## src/rtl/nsw_bbm_pkg.sv

```systemverilog
// rtl/nsw_bbm_pkg.sv - shared types, defaults and helpers for the nsw1 break-before-make sequencer
package nsw_bbm_pkg;

    localparam int N_SW_DEF  = 4;
    localparam int CNT_W_DEF = 8;

    typedef enum logic [2:0] {
        ST_IDLE,
        ST_BREAK,
        ST_DEAD,
        ST_MAKE,
        ST_SETTLE
    } state_t;

    function automatic int unsigned popcount(input logic [31:0] v);
        int unsigned n;
        n = 0;
        for (int i = 0; i < 32; i++) begin
            n += {31'd0, v[i]};
        end
        return n;
    endfunction

endpackage

```

## src/rtl/nsw_dly_cnt.sv

```systemverilog
// rtl/nsw_dly_cnt.sv - loadable saturating down counter with zero / at-most-one flags
module nsw_dly_cnt #(
    parameter int CNT_W = 8
) (
    input  logic             i_clk,
    input  logic             i_rst_n,
    input  logic             i_load,
    input  logic [CNT_W-1:0] i_val,
    input  logic             i_dec,
    output logic             o_zero,
    output logic             o_le1
);

    localparam logic [CNT_W-1:0] C_ONE = CNT_W'(1);

    logic [CNT_W-1:0] r_cnt;

    // Load wins over decrement; decrement stops at zero so the count never wraps.
    always_ff @(posedge i_clk or negedge i_rst_n) begin
        if (!i_rst_n) begin
            r_cnt <= '0;
        end else if (i_load) begin
            r_cnt <= i_val;
        end else if (i_dec && (r_cnt != '0)) begin
            r_cnt <= r_cnt - C_ONE;
        end
    end

    assign o_zero = (r_cnt == '0);
    assign o_le1  = (r_cnt <= C_ONE);

endmodule

```

## src/rtl/nsw_bbm_seq.sv

```systemverilog
// rtl/nsw_bbm_seq.sv - break-before-make sequencer driving the SW pins of an nsw1 switch bank
module nsw_bbm_seq
    import nsw_bbm_pkg::*;
#(
    parameter int N_SW       = N_SW_DEF,
    parameter int CNT_W      = CNT_W_DEF,
    parameter int ONEHOT_CHK = 1
) (
    input  logic             i_clk,
    input  logic             i_rst_n,
    input  logic             i_req_valid,
    input  logic [N_SW-1:0]  i_req_sel,
    output logic             o_req_ready,
    input  logic [CNT_W-1:0] i_dead_cyc,
    input  logic [CNT_W-1:0] i_settle_cyc,
    input  logic             i_abort,
    output logic [N_SW-1:0]  o_sw,
    output logic             o_done,
    output logic             o_err
);

    state_t            r_state;
    logic [N_SW-1:0]   r_sw;
    logic [N_SW-1:0]   r_tgt;
    logic [CNT_W-1:0]  r_dc;
    logic [CNT_W-1:0]  r_sc;
    logic              r_abrt;
    logic              r_ready;
    logic              r_done;
    logic              r_err;

    state_t            w_nxt_state;
    logic [N_SW-1:0]   w_sw_nxt;
    logic [N_SW-1:0]   w_tgt_nxt;
    logic [CNT_W-1:0]  w_dc_nxt;
    logic [CNT_W-1:0]  w_sc_nxt;
    logic              w_abrt_nxt;
    logic              w_ready_nxt;
    logic              w_done_nxt;
    logic              w_err_nxt;
    logic              w_cnt_load;
    logic [CNT_W-1:0]  w_cnt_val;
    logic              w_cnt_dec;
    logic              w_cnt_zero;
    logic              w_cnt_le1;
    logic              w_accept;
    logic              w_multi;

    assign w_accept = i_req_valid && r_ready;
    assign w_multi  = (ONEHOT_CHK != 0) && (popcount(32'(i_req_sel)) > 1);

    nsw_dly_cnt #(
        .CNT_W (CNT_W)
    ) u_dly_cnt (
        .i_clk   (i_clk),
        .i_rst_n (i_rst_n),
        .i_load  (w_cnt_load),
        .i_val   (w_cnt_val),
        .i_dec   (w_cnt_dec),
        .o_zero  (w_cnt_zero),
        .o_le1   (w_cnt_le1)
    );

    always_ff @(posedge i_clk or negedge i_rst_n) begin
        if (!i_rst_n) begin
            r_state <= ST_IDLE;
            r_sw    <= '0;
            r_tgt   <= '0;
            r_dc    <= '0;
            r_sc    <= '0;
            r_abrt  <= 1'b0;
            r_ready <= 1'b0;
            r_done  <= 1'b0;
            r_err   <= 1'b0;
        end else begin
            r_state <= w_nxt_state;
            r_sw    <= w_sw_nxt;
            r_tgt   <= w_tgt_nxt;
            r_dc    <= w_dc_nxt;
            r_sc    <= w_sc_nxt;
            r_abrt  <= w_abrt_nxt;
            r_ready <= w_ready_nxt;
            r_done  <= w_done_nxt;
            r_err   <= w_err_nxt;
        end
    end

    always_comb begin
        w_nxt_state = r_state;
        w_sw_nxt    = r_sw;
        w_tgt_nxt   = r_tgt;
        w_dc_nxt    = r_dc;
        w_sc_nxt    = r_sc;
        w_abrt_nxt  = r_abrt;
        w_done_nxt  = 1'b0;
        w_err_nxt   = 1'b0;
        w_cnt_load  = 1'b0;
        w_cnt_val   = r_dc;
        w_cnt_dec   = 1'b0;

        // Abort opens everything and reuses DEAD as the discharge wait; r_abrt sends DEAD straight home.
        if (i_abort) begin
            w_sw_nxt    = '0;
            w_tgt_nxt   = '0;
            w_abrt_nxt  = 1'b1;
            w_cnt_load  = 1'b1;
            w_cnt_val   = i_dead_cyc;
            w_nxt_state = ST_DEAD;
        end else begin
            case (r_state)
                ST_IDLE: begin
                    if (w_accept) begin
                        if (w_multi) begin
                            w_err_nxt = 1'b1;
                        end else begin
                            w_tgt_nxt = i_req_sel;
                            w_dc_nxt  = i_dead_cyc;
                            w_sc_nxt  = i_settle_cyc;
                            if (i_req_sel == r_sw) begin
                                w_cnt_load  = 1'b1;
                                w_cnt_val   = i_settle_cyc;
                                w_nxt_state = ST_SETTLE;
                            end else begin
                                w_nxt_state = ST_BREAK;
                            end
                        end
                    end
                end
                ST_BREAK: begin
                    w_sw_nxt    = r_sw & r_tgt;
                    w_cnt_load  = 1'b1;
                    w_cnt_val   = r_dc;
                    w_nxt_state = ST_DEAD;
                end
                ST_DEAD: begin
                    // Exit at count<=1 so DEAD lasts dc cycles, and still one cycle for dc=0.
                    if (w_cnt_le1) begin
                        if (r_abrt) begin
                            w_abrt_nxt  = 1'b0;
                            w_nxt_state = ST_IDLE;
                        end else begin
                            w_nxt_state = ST_MAKE;
                        end
                    end else begin
                        w_cnt_dec = 1'b1;
                    end
                end
                ST_MAKE: begin
                    w_sw_nxt    = r_tgt;
                    w_cnt_load  = 1'b1;
                    w_cnt_val   = r_sc;
                    w_nxt_state = ST_SETTLE;
                end
                ST_SETTLE: begin
                    if (w_cnt_zero) begin
                        w_done_nxt  = 1'b1;
                        w_nxt_state = ST_IDLE;
                    end else begin
                        w_cnt_dec = 1'b1;
                    end
                end
                default: begin
                    w_nxt_state = ST_IDLE;
                end
            endcase
        end

        w_ready_nxt = (w_nxt_state == ST_IDLE);
    end

    assign o_sw        = r_sw;
    assign o_req_ready = r_ready;
    assign o_done      = r_done;
    assign o_err       = r_err;

endmodule
```

## config.mk

```make
export PLATFORM = sky130hd
export DESIGN_NAME = nsw_bbm_seq
export DESIGN_NICKNAME = d
export VERILOG_FILES = /design/src/rtl/nsw_bbm_pkg.sv /design/src/rtl/nsw_dly_cnt.sv /design/src/rtl/nsw_bbm_seq.sv
export SDC_FILE = /design/constraint.sdc
export NUM_CORES = 1
export LEC_CHECK = 0
export ABC_AREA = 1
export CAP_MARGIN = 30
export CORE_UTILIZATION = 55
export DETAILED_ROUTE_END_ITERATION = 16
export PLACE_DENSITY = 0.8
export SKIP_LAST_GASP = 1
export SLEW_MARGIN = 20
export SYNTH_ARGS = -nofsm -noshare
export SYNTH_HDL_FRONTEND = slang
export SYNTH_SLANG_ARGS = --single-unit
```

## constraint.sdc

```tcl
create_clock -name i_clk -period 2.1 [get_ports i_clk]
set_clock_uncertainty 0.15 [all_clocks]
set_input_delay 0.63 -clock i_clk [delete_from_list [all_inputs] [get_ports i_clk]]
set_output_delay 0.63 -clock i_clk [all_outputs]
set_load 0.02 [all_outputs]
```

==> summary.txt <==
status - finished with violations
failing checks - negative setup slack
Commonest cells post-synth - nand2_1 (71), dfrtp_1 (39), inv_1 (38), nor2_1 (38), nand3_1 (25)
Synth Flop Type - dfrtp_1
GRT overflow - 0
number of setup violations in the final report - 26
cell taking the most area after synthesis - dfrtp_1
fraction of registers with async set/reset - 1.000
Tmin final - 2289 ps
Die H - 67.16 µm
nets - 393
Worst-Skew Late Latency - 300 ps
Ports - 31
largest net degree at the start of global routing - 33
final design utilization - 0.8441
# hold bufs at CTS - 0
Post-Syn Nets - 337
met1 wire length - 3009 µm
Die W - 67.16 µm
met3 wire length - 475 µm
area grow syn2layout - 45.66%
# fillers - 215
R2R Setup Slk - 90 ps
Pwr Density - 544.4 nW/µm²
die area - 4510 µm²
Starting Density - 0.5795
HP Class - input port to async pin
flops & latches, synth - 39
Post-synth EDFFs - 0
TritonCTS buffer count - 5
data arrival time of the critical path - 2330 ps
via count of the first global-routing pass - 2,125
Final Max Tran Viols - 0
WP data required - 2150 ps
row count - 23
Fin. Hold Viols - 0
Core ar. - 4029 µm²
global-route wire length before repair - 9680 µm
CTS H-tree lvls - 2
layout cells sized above 1 - 0.3197
count leader, synth - nand2_1
Mapped Avg Cell Area - 7.556 µm²
setup ws final - -189.3 ps
Startpoint Class - input port
DRT Pass-1 Iters - 5
DR vias/cell - 5.930
Top Layer Used - met4
number of remaining DRC errors - 0
RSZ-0062 raised after global routing - yes
Netlist cell types - 32
R2R cell count - 10
Mapped Area - 2335 µm²
Routed WL per cell - 17.45 µm
Starting DRT DRC Count - 299
CP endpoint kind - register
CTS root buffer - clkbuf_8
crit-path max FO - 6
ANT cells - 0
worst r2r src - u_dly_cnt.r_cnt[1]
post-route ant nets - 0
Tcrit/Tclk final - 1.090
worst-case clock buffer depth - 2
Total Routing Usage GR - 0.2866
Max VDD drop - 463.1 µV
I/O Buffers - 30
CTS tree - done
initial antenna violation count - 0
critical setup path kind - input port to register
CTS Sinks - 39
maximum clock frequency - 436.8 MHz
Placer Congestion - 0.7986
Max Cap Viol - 0
Yosys warnings - 0
post-place setup slack - -988.3 ps
Clock Pin Slew Worst Setup and Hold Paths - 90 ps
met2 wire len - 3566 µm
Yosys top cell area share - 0.4180
half-perimeter wire length after placement - 4086 µm
Worst-Margin Slew - 492.2 ps
routed wire length - 7259 µm
dominant cells by area after synthesis - dfrtp_1 (42%), nand2_1 (11%), inv_1 (6.1%), nor2_1 (6.1%), nand3_1 (5.4%)
P_leak - 1.622 nW
sequential fraction of the synthesis area - 0.4180
Post-Synthesis Cells - 309
slew margin rel. - 0.6634
R2R Path End - u_dly_cnt.r_cnt[4]
routed vias - 2,467
==> report_power, final <==
group	total [mW]	internal [mW]	switching (mW)
clock	0.672	0.385	0.287
combinational	0.371	0.159	0.211
sequential	0.809	0.778	0.0303
total	1.85	1.32	0.529
==> registers in the layout (all words and copies together) (netlist names) <==
register and cells:
r_dc 8, r_tgt 4, o_err 1, r_sc 8, o_req_ready 1, u_dly_cnt.r_cnt 8
r_abrt 1, r_state 3, o_done 1, o_sw 4
==> metrics by stage <==
| step | hold slack (ps) | TNS [ps] | std cells | area, µm² | power [mW] |
|---|---|---|---|---|---|
| after floorplan | 184.4 | -4842 | 309 | 2357 | 0.9781 |
| after global placement | 321.0 | -27660 | 400 | 2856 | 1.102 |
| after detailed placement | 330.2 | -29060 | 400 | 2856 | 1.110 |
| after CTS | 141.0 | -2402 | 412 | 3099 | 1.787 |
| after global routing | 154.9 | -4663 | 416 | 3401 | 1.909 |
| final | 127.7 | -2786 | 416 | 3401 | 1.851 |
==> per-layer routing <==
metal | global-route usage | vias to the layer above
met5 | 0 | -
li1 | - | 1116
met4 | 0.06649 | 0
met3 | 0.04561 | 28
met1 | 0.3952 | 1184
met2 | 0.4713 | 139
==> cell usage in the layout, fill, tap and decap left out, types with 4 or more instances in the layout <==
| cell | count |
|---|---|
| nand3_2 | 9 |
| dfrtp_1 | 39 |
| a211oi_1 | 8 |
| inv_2 | 4 |
| nor2_4 | 9 |
| nand2_1 | 52 |
| nand3_1 | 16 |
| nor2_1 | 32 |
| buf_4 | 16 |
| o21ai_2 | 9 |
| nand2_4 | 8 |
| nand2_2 | 15 |
| inv_1 | 36 |
| o221ai_1 | 4 |
| nand4_1 | 5 |
| clkbuf_8 | 6 |
| a21oi_2 | 6 |
| buf_12 | 5 |
| a21oi_1 | 12 |
| buf_6 | 6 |
| nor2_2 | 4 |
| clkdlybuf4s50_1 | 22 |
==> worst max-delay path by stage <==
| stage | start | endpoint | slack (ps) | depth (start not counted) |
|---|---|---|---|---|
| 6_report | i_req_sel[2] | u_dly_cnt.r_cnt[6] | -190 | 11 |
| 2_1_floorplan | i_req_sel[0] | u_dly_cnt.r_cnt[5] | -250 | 12 |
| 3_3_place_gp | i_req_sel[0] | u_dly_cnt.r_cnt[7] | -960 | 13 |
| 4_1_cts | i_req_sel[0] | u_dly_cnt.r_cnt[7] | -150 | 14 |
| 5_1_grt | i_req_sel[2] | u_dly_cnt.r_cnt[4] | -280 | 11 |
| 3_5_place_dp | i_req_sel[0] | u_dly_cnt.r_cnt[7] | -990 | 13 |
==> cell families (layout without fill, tap and decap cells) <==
| kind of cell | after synthesis | in the layout | share of synthesized area |
|---|---|---|---|
| fa+ha+maj | 4 | 4 | 0.02465 |
| buf+inv | 54 | 111 | 0.09432 |
| compound gates | 47 | 47 | 0.1200 |
| simple gates | 159 | 159 | 0.3205 |
| xor+xnor | 6 | 6 | 0.02251 |
| flops | 39 | 39 | 0.4180 |
==> critical path: stages <==
cell and delay (ps):
clkdlybuf4s50_1 530, inv_1 90, nand2_1 80, nand2_1 110, nor2_4 220, and3_4 250
nand2_1 70, nand2_1 70, nand2_1 80, nand2_1 120, nand3_2 80
==> repair_timing <==
| action | in CTS | in global routing |
|---|---|---|
| pin swaps | 14 | 9 |
| endpoints found under the setup margin | 33 | 33 |
| cloned | 1 | 3 |
| buffers inserted | 3 | 2 |
| gates resized for setup | 42 | 71 |
==> layout make-up <==
type | count | area (µm²) | area share
multi-input cells | 216 | 1413 | 0.4154
flip-flops and latches | 39 | 975.9 | 0.2870
repair buffers | 57 | 624.3 | 0.1836
inverters | 45 | 201.4 | 0.05923
clock buffers | 6 | 82.58 | 0.02428
well taps | 50 | 62.56 | 0.01840
clock inverters | 2 | 35.03 | 0.01030
repair inverters | 1 | 6.256 | 0.001840
No activity file was read; power rests on OpenSTA's default activity.
